File: src/rtl/capcnt_bank_pkg.sv
// capcnt_bank_pkg: register map, STAT layout and address helpers for capcnt_bank
package capcnt_bank_pkg;
  localparam logic [7:0] ADDR_EN = 8'h00;
  localparam logic [7:0] ADDR_SRC = 8'h01;
  localparam logic [7:0] ADDR_MODE = 8'h02;
  localparam logic [7:0] ADDR_IRQ_EN = 8'h03;
  localparam logic [7:0] ADDR_CAP_BASE = 8'h10;
  localparam logic [7:0] ADDR_STAT_BASE = 8'h11;
  localparam int STAT_VALID = 31;
  localparam int STAT_OVERRUN = 30;
  localparam int STAT_WRAP = 29;
  function automatic logic [7:0] cap_addr(input int c);
    return ADDR_CAP_BASE + 8'(2 * c);
  endfunction
  function automatic logic [7:0] stat_addr(input int c);
    return ADDR_STAT_BASE + 8'(2 * c);
  endfunction
  function automatic logic [31:0] stat_word(input logic v, input logic o, input logic w, input logic [15:0] seq);
    stat_word = 32'(seq);
    stat_word[STAT_VALID] = v;
    stat_word[STAT_OVERRUN] = o;
    stat_word[STAT_WRAP] = w;
  endfunction
endpackage

File: src/rtl/capcnt_bank_ch.sv
// capcnt_bank_ch: one tick counter with capture, wrap, valid/overrun flags and sequence number
module capcnt_bank_ch #(
  parameter int W = 16,
  parameter int SEQ_W = 16
) (
  input logic clk,
  input logic rst,
  input logic inc,
  input logic cap,
  input logic mode,
  input logic en,
  input logic rd_clr,
  output logic [W-1:0] cap_val,
  output logic valid,
  output logic overrun,
  output logic wrap_st,
  output logic [SEQ_W-1:0] seq
);
  logic [W-1:0] cnt_q, cnt_d, cap_q, cap_d;
  logic wrap_q, wrap_d, valid_q, valid_d, ovr_q, ovr_d, wst_q, wst_d;
  logic [SEQ_W-1:0] seq_q, seq_d;
  logic take, roll, v_kept;
  always_comb begin
    take = en & cap;
    roll = inc & (&cnt_q);
    v_kept = valid_q & ~rd_clr;
    cnt_d = !en ? '0 : (take & ~mode) ? W'(inc) : cnt_q + W'(inc);
    wrap_d = en & (take ? (mode & roll) : (wrap_q | roll));
    cap_d = take ? cnt_q : cap_q;
    valid_d = take | v_kept;
    ovr_d = (ovr_q & ~rd_clr) | (take & v_kept);
    wst_d = take ? wrap_q : (wst_q & ~rd_clr);
    seq_d = seq_q + SEQ_W'(take);
  end
  always_ff @(posedge clk) begin
    if (rst) begin
      cnt_q <= '0;
      cap_q <= '0;
      wrap_q <= 1'b0;
      valid_q <= 1'b0;
      ovr_q <= 1'b0;
      wst_q <= 1'b0;
      seq_q <= '0;
    end else begin
      cnt_q <= cnt_d;
      cap_q <= cap_d;
      wrap_q <= wrap_d;
      valid_q <= valid_d;
      ovr_q <= ovr_d;
      wst_q <= wst_d;
      seq_q <= seq_d;
    end
  end
  assign cap_val = cap_q;
  assign valid = valid_q;
  assign overrun = ovr_q;
  assign wrap_st = wst_q;
  assign seq = seq_q;
endmodule

File: src/rtl/capcnt_bank.sv
// capcnt_bank: Wishbone bank of capture tick counters with source mux, read mux and irq
module capcnt_bank
  import capcnt_bank_pkg::*;
#(
  parameter int N_CH = 4,
  parameter int W = 16,
  parameter int SEQ_W = 16
) (
  input logic clk,
  input logic rst,
  input logic [N_CH-1:0] inc,
  input logic cap_sof,
  input logic cap_pps,
  output logic irq,
  input logic [7:0] wb_addr,
  output logic [31:0] wb_rdata,
  input logic [31:0] wb_wdata,
  input logic wb_we,
  input logic wb_cyc,
  output logic wb_ack
);
  logic [N_CH-1:0] en_q, en_d, src_q, src_d, mode_q, mode_d, ie_q, ie_d;
  logic ack_q, ack_d, irq_q, irq_d, wr, rd;
  logic [N_CH-1:0] cap, rd_clr, valid, overrun, wrap_st;
  logic [W-1:0] cap_val [N_CH];
  logic [SEQ_W-1:0] seq [N_CH];
  logic [31:0] rd_data;
  logic unused_wdata;
  assign unused_wdata = ^wb_wdata[31:N_CH];
  always_comb begin
    wr = ack_q & wb_cyc & wb_we;
    rd = ack_q & wb_cyc & ~wb_we;
    en_d = (wr && wb_addr == ADDR_EN) ? wb_wdata[N_CH-1:0] : en_q;
    src_d = (wr && wb_addr == ADDR_SRC) ? wb_wdata[N_CH-1:0] : src_q;
    mode_d = (wr && wb_addr == ADDR_MODE) ? wb_wdata[N_CH-1:0] : mode_q;
    ie_d = (wr && wb_addr == ADDR_IRQ_EN) ? wb_wdata[N_CH-1:0] : ie_q;
    ack_d = wb_cyc & ~ack_q;
    irq_d = |(valid & ie_q & en_q);
  end
  always_comb begin
    rd_data = wb_addr == ADDR_EN ? 32'(en_q) :
              wb_addr == ADDR_SRC ? 32'(src_q) :
              wb_addr == ADDR_MODE ? 32'(mode_q) :
              wb_addr == ADDR_IRQ_EN ? 32'(ie_q) : '0;
    for (int c = 0; c < N_CH; c++) begin
      if (wb_addr == cap_addr(c)) rd_data = 32'(cap_val[c]);
      if (wb_addr == stat_addr(c)) rd_data = stat_word(valid[c], overrun[c], wrap_st[c], 16'(seq[c]));
    end
    wb_rdata = ack_q ? rd_data : '0;
  end
  always_ff @(posedge clk) begin
    if (rst) begin
      en_q <= '0;
      src_q <= '0;
      mode_q <= '0;
      ie_q <= '0;
      ack_q <= 1'b0;
      irq_q <= 1'b0;
    end else begin
      en_q <= en_d;
      src_q <= src_d;
      mode_q <= mode_d;
      ie_q <= ie_d;
      ack_q <= ack_d;
      irq_q <= irq_d;
    end
  end
  for (genvar i = 0; i < N_CH; i++) begin : g_ch
    assign cap[i] = src_q[i] ? cap_pps : cap_sof;
    assign rd_clr[i] = rd && wb_addr == stat_addr(i);
    capcnt_bank_ch #(.W(W), .SEQ_W(SEQ_W)) u_ch (
      .clk(clk),
      .rst(rst),
      .inc(inc[i]),
      .cap(cap[i]),
      .mode(mode_q[i]),
      .en(en_q[i]),
      .rd_clr(rd_clr[i]),
      .cap_val(cap_val[i]),
      .valid(valid[i]),
      .overrun(overrun[i]),
      .wrap_st(wrap_st[i]),
      .seq(seq[i])
    );
  end
  assign wb_ack = ack_q;
  assign irq = irq_q;
endmodule

File: config.mk
export PLATFORM = sky130hd
export DESIGN_NAME = capcnt_bank
export DESIGN_NICKNAME = d
export VERILOG_FILES = /design/src/rtl/capcnt_bank_pkg.sv /design/src/rtl/capcnt_bank_ch.sv /design/src/rtl/capcnt_bank.sv
export SDC_FILE = /design/constraint.sdc
export NUM_CORES = 1
export LEC_CHECK = 0
export CORE_ASPECT_RATIO = 1.4
export CORE_MARGIN = 1
export CORE_UTILIZATION = 60
export CTS_CLUSTER_DIAMETER = 40
export DETAILED_ROUTE_END_ITERATION = 7
export PLACE_DENSITY = 0.85
export SYNTH_ARGS = -nofsm -noshare
export SYNTH_HDL_FRONTEND = slang
export SYNTH_SLANG_ARGS = --single-unit
File: constraint.sdc
create_clock -name clk -period 4.35 [get_ports clk]
set_input_delay 0.435 -clock clk [delete_from_list [all_inputs] [get_ports clk]]
set_output_delay 0.435 -clock clk [all_outputs]
set_load 0.05 [all_outputs]
; Word level (Yosys, flattened, before mapping)
; Cells that the tools add are included.
[op_classes]
reduce_logical = 22
n_addsub = 8
n_eq_ne = 11
mux = 29
mul = 0
n_shift = 0
magnitude_cmp = 0
bitwise = 68
n_div = 0
[ops]
columns = cell, count
row1 = 2-to-1 mux 32 bit, 8
row2 = adder 16 x 1 -> 16 bit, 8
row3 = "== test 8 x 5 -> 1 bit, second input constant", 8
row4 = AND reduction 16 bit, 4
row5 = AND 1 bit, 40
row6 = "== test 8 x 2 -> 1 bit, second input constant", 2
row7 = 2-to-1 mux 1 bit, 16
row8 = 2-to-1 mux 16 bit, 1
row9 = 2-to-1 mux 4 bit, 4
row10 = NOT 1 bit, 14
row11 = OR 1 bit, 12
row12 = OR reduction 3 bit, 4
row13 = AND 4 bit, 2
row14 = "== test 8 x 1 -> 1 bit, second input constant", 1
row15 = logical AND 1 bit, 8
row16 = zero test 8 bit, 1
row17 = OR reduction 2 bit, 4
row18 = OR reduction 4 bit, 1
[word_totals]
ramBits = 0
elab_cells = 176
register_bits = 226
latchBits = 0
mem_count = 0
out_inout_bits = 34
rom_bits = 0
input_bits = 50

; Depth between registers and ports, before layout
[depth]
depth_word = 14
depth_mapped = 11
depth_no_buf = 10

; Modules after synthesis
; From an unflattened synthesis, not the netlist that was laid out.
[hier_totals]
cells_unflattened = 1320
area_unflattened_um2 = 11091.9
[modules_own_cells]
columns = mod, n_inst, area_each_um2, cells_each, seq_area_each_um2
row1 = capcnt_bank_ch at g_ch[0].u_ch ..., 3, 2088.3, 244, 1041.0
row2 = capcnt_bank, 1, 2620.0, 335, 360.3
row3 = capcnt_bank_ch at g_ch[3].u_ch, 1, 2207.1, 253, 1041.0

; Least setup slack after synthesis
; No wires, ideal clock.
[synth_path]
kind = input-to-output
startpoint = input wb_addr[0]
endpoint = output wb_rdata[10]
required_time_ns = 3.915
n_path_buf = 3
path_stages = 7
setup_slack_ns = 1.353
arrival_time_ns = 2.562
path_cell_list = buf_4 > or2_2 > buf_2 > buf_2 > o221ai_1 > a22oi_1 > nor3_1
[synth_between]
elab_chain_len = 10
elab_cells_between_ends = 17
cone_classes = 8 x eq/ne / 9 x mux
[synth_lines]
columns = item, line_no
row1 = from (decl), capcnt_bank.sv:15  ; input logic [7:0] wb_addr,
row2 = == test 8 x 5 -> 1 bit, capcnt_bank.sv:46  ; if (wb_addr == cap_addr(c)) rd_data = 32'(cap_val[c]);
row3 = 2-to-1 mux 16 bit, capcnt_bank.sv:46
row4 = 2-to-1 mux 32 bit, capcnt_bank.sv:47  ; if (wb_addr == stat_addr(c)) rd_data = stat_word(valid[c], overrun[c], wrap_st[c], 16'(seq[c]));
row5 = 2-to-1 mux 32 bit, capcnt_bank.sv:46
row6 = 2-to-1 mux 32 bit, capcnt_bank.sv:47
row7 = 2-to-1 mux 32 bit, capcnt_bank.sv:46
row8 = 2-to-1 mux 32 bit, capcnt_bank.sv:47
row9 = 2-to-1 mux 32 bit, capcnt_bank.sv:46
row10 = 2-to-1 mux 32 bit *, capcnt_bank.sv:47
row11 = 2-to-1 mux 32 bit *, capcnt_bank.sv:49  ; wb_rdata = ack_q ? rd_data : '0;
row12 = to (decl), capcnt_bank.sv:16  ; output logic [31:0] wb_rdata,
; Mark *: on every way between the ends. The rest lies on a longest branch, timed or not.

; Worst setup path in the final report
[layout_path]
startpoint = input wb_addr[4]
endpoint = output wb_rdata[3]
[layout_between]
elab_chain_len = 14
elab_cells_between_ends = 25
cone_classes = 11 x eq/ne / 13 x mux / 1 x reduce/logical
[layout_lines]
columns = item, line_no
row1 = == test 8 x 2 -> 1 bit, capcnt_bank.sv:44  ; wb_addr == ADDR_IRQ_EN ? 32'(ie_q) : '0;
row2 = 2-to-1 mux 4 bit, capcnt_bank.sv:44
row3 = 2-to-1 mux 4 bit, capcnt_bank.sv:43  ; wb_addr == ADDR_MODE ? 32'(mode_q) :
row4 = 2-to-1 mux 4 bit, capcnt_bank.sv:42  ; wb_addr == ADDR_SRC ? 32'(src_q) :
row5 = 2-to-1 mux 4 bit, capcnt_bank.sv:41  ; rd_data = wb_addr == ADDR_EN ? 32'(en_q) :
row6 = 2-to-1 mux 16 bit, capcnt_bank.sv:46
row7 = 2-to-1 mux 32 bit, capcnt_bank.sv:47
row8 = 2-to-1 mux 32 bit, capcnt_bank.sv:46
row9 = 2-to-1 mux 32 bit, capcnt_bank.sv:47
row10 = 2-to-1 mux 32 bit, capcnt_bank.sv:46
row11 = 2-to-1 mux 32 bit, capcnt_bank.sv:47
row12 = 2-to-1 mux 32 bit, capcnt_bank.sv:46
row13 = 2-to-1 mux 32 bit *, capcnt_bank.sv:47
row14 = 2-to-1 mux 32 bit *, capcnt_bank.sv:49
; Marks and branches as above.

==> metrics.md <==
| Metric | Value |
|---|---|
| Status | completed |
| Final hold vios | 0 |
| Register area share after synthesis | 0.428 |
| Minimum clock period after layout | between 3 and 4 ns |
| Cell Pwr Density | 355 nW/µm² |
| Postcts setup bufs | 0 |
| Die Span X | 114 µm |
| IO buf count | 42 |
| Synth cell types | 58 |
| Syn Inst Count | 1309 |
| Hold Slack | 0.454 ns |
| Syn_area_per_cell | 8.07 µm² |
| Clk sinks | 226 |
| Number of flops mapped to enable cells by yosys | 0 |
| Clk_lat worst skew | 0.52 ns |
| Required @ worst endpoint | 3.91 ns |
| Global-route wire length before repair | around 43 mm |
| Crit-path max FO | 6 |
| Layout Utilization | 0.694 |
| Max Cap Viol | 0 |
| Final period util | 0.835 |
| Worst Path Arrival | 3.20 ns |
| Vias in the first global route | 8721 |
| Setup TNS Final | 0 ns |
| Leakage | 4.02 nW |
| Post_cts resized | 0 |
| Placeable core area | 17300 µm² |
| Syn-to-layout area delta | 13.4% |
| Gp weighted congestion | approximately 0.94 |
| Drt wl/cell | 16.9 µm |
| Hold Buf Count CTS | 0 |
| FF+latch count, synth | 226 |
| Max Root-Sink Buffers | 3 |
| Site row count | 57 |
| Filler cells | 1374 |
| Crit end category | primary output |
| RSZ-0062 raised after global routing | false |
| CTS buffer count | 24 |
| Commonest non-fill, non-tap cell in the layout | nand2_1 |
| Ratio of cells with drive above 1 in the final layout | 0.0769 |
| GRT Util Overall | 0.298 |
| Die Ht | approximately 160 µm |
| Final WL | 26.6 mm |
| H-tree depth | 1 |
| CP Launch Type | input port |
| # DRC | 0 |
| Starting Density | 0.612 |
| Fmax | roughly 280 MHz |
| DR iter-0 viols | 715 |
| Async S/R FF share, synth | 0 |
| Most frequent cells in the layout | nand2_1 (237), dfxtp_1 (226), nor2_1 (169) |
| Worst slew pin tran | 1.14 ns |
| Router iterations before antenna repair | 5 |
| Max-slew violations | 0 |
| Relative slew margins | 0.241 |
| Root buf cell | clkbuf_16 |
| IO Pins | 84 |
| Cell area after synthesis | 10600 µm² |
| Die area | 18100 µm² |
| Initial antenna violation count | 0 |
| VDD IR max | 282 µV |
| Largest net degree at the start of global routing | 89 |
| Post-layout nets | 1387 |
| # setup viols final | 0 |
| Routed vias/inst | 5.81 |
| Post-DP HPWL | between 15 and 20 mm |
| Dominant synthesized flop cell | dfxtp_1 |
| Yosys warnings | 0 |
| Antenna viol nets, final | 0 |
| Vias post-DR | 9158 |
| CTS tree | yes |
| Final Skew | around 0.017 ns |
| # diodes | 0 |
| Crit Path Category | in2out |
| Clock slew at reported path FFs | ~0.060 ns |
| Hold crit path type | reg2reg |
| GRT Residual Overflow | 0 |
## layout make-up
cell class,count,area (µm²),share of cell area
Clock inverter,13,111,0.00930
Timing Repair Buffer,59,701,0.0585
Tap cell,236,295,0.0247
Inverter,26,97.6,0.00815
Multi-Input combinational cell,984,5570,0.465
Sequential cell,226,4520,0.378
Clock buffer,31,678,0.0566
## metal layers
| metal | wire length, µm | global-route usage |
|---|---|---|
| met4 | 1880 | 0.198 |
| met1 | 10000 | 0.341 |
| met5 | 0 | 0 |
| met3 | 1510 | 0.0419 |
| met2 | 13200 | 0.511 |
## logic make-up (layout without fill, tap and decap cells)
kind of cell	Yosys count	after routing	share of synthesized area
fa+ha+maj	16	16	0.0190
other cells	1	13	0.000355
simple gates	606	606	0.265
compound gates	219	219	0.120
buf+inv	111	129	0.0487
flops	226	226	0.428
xor+xnor	105	105	0.0871
mux	25	25	0.0314
## Yosys cell counts, drive strengths merged (5+ instances only)
cell,n,area (µm²)
a21oi,105,526
a22oi,28,210
and2,7,43.8
and3,17,106
and4,11,96.3
buf,38,239
clkbuf,47,178
dfxtp,226,4520
ha,16,200
inv,25,93.8
mux2,5,56.3
mux2i,14,140
mux4,6,135
nand2,239,902
nand2b,5,31.3
nand3,56,298
nand4,27,169
nor2,171,652
nor2b,21,131
nor3,32,193
nor4,5,46.3
o21ai,53,265
o221ai,12,105
or3,7,43.8
xnor2,35,307
xor2,70,613
## critical path, stage by stage
cell and delay (ns):
clkdlybuf4s50_1 0.74, or4b_4 0.59, nor2_4 0.17, o21ai_0 0.12, a21oi_1 0.28, clkdlybuf4s50_1 0.86
## stage by stage
stage	setup WS (ns)	total power, W	cells	instance area [µm²]
floorplan	1.35	0.00224	1321	10600
global placement	0.752	0.00228	1531	11200
detailed placement	0.772	0.00228	1531	11200
CTS	0.739	0.00427	1575	12000
global route	0.658	0.00438	1575	12000
finish	0.719	0.00425	1575	12000
## sequential cells by signal, indices dropped and copies added (netlist names)
register           flops
g_ch.u_ch.cnt_q       64
g_ch.u_ch.seq         64
mode_q                 4
en_q                   4
g_ch.u_ch.cap_val     64
wb_ack                 1
g_ch.u_ch.overrun      4
irq                    1
src_q                  4
g_ch.u_ch.valid        4
ie_q                   4
g_ch.u_ch.wrap_q       4
g_ch.u_ch.wrap_st      4
## power by group
part	switching (W)	leakage (nW)	internal, W
combinational	0.000123	1.81	0.0000475
clock	0.000841	0.392	0.00117
sequential	0.00000207	1.82	0.00207
## worst paths after layout
| path | from | endpoint | slack [ns] | depth (start not counted) |
|---|---|---|---|---|
| max | wb_addr[4] | wb_rdata[3] | 0.72 | 6 |
| min | g_ch[2].u_ch.cap_val[8]$_SDFFE_PP0P_ | g_ch[2].u_ch.cap_val[8]$_SDFFE_PP0P_ | 0.45 | 2 |
| max reg2reg | src_q[0]$_SDFFE_PP0P_ | g_ch[0].u_ch.seq[12]$_SDFF_PP0_ | 1.59 | 10 |
| min reg2reg | g_ch[2].u_ch.cap_val[8]$_SDFFE_PP0P_ | g_ch[2].u_ch.cap_val[8]$_SDFFE_PP0P_ | 0.45 | 2 |
No activity file was read; power rests on OpenSTA's default activity.
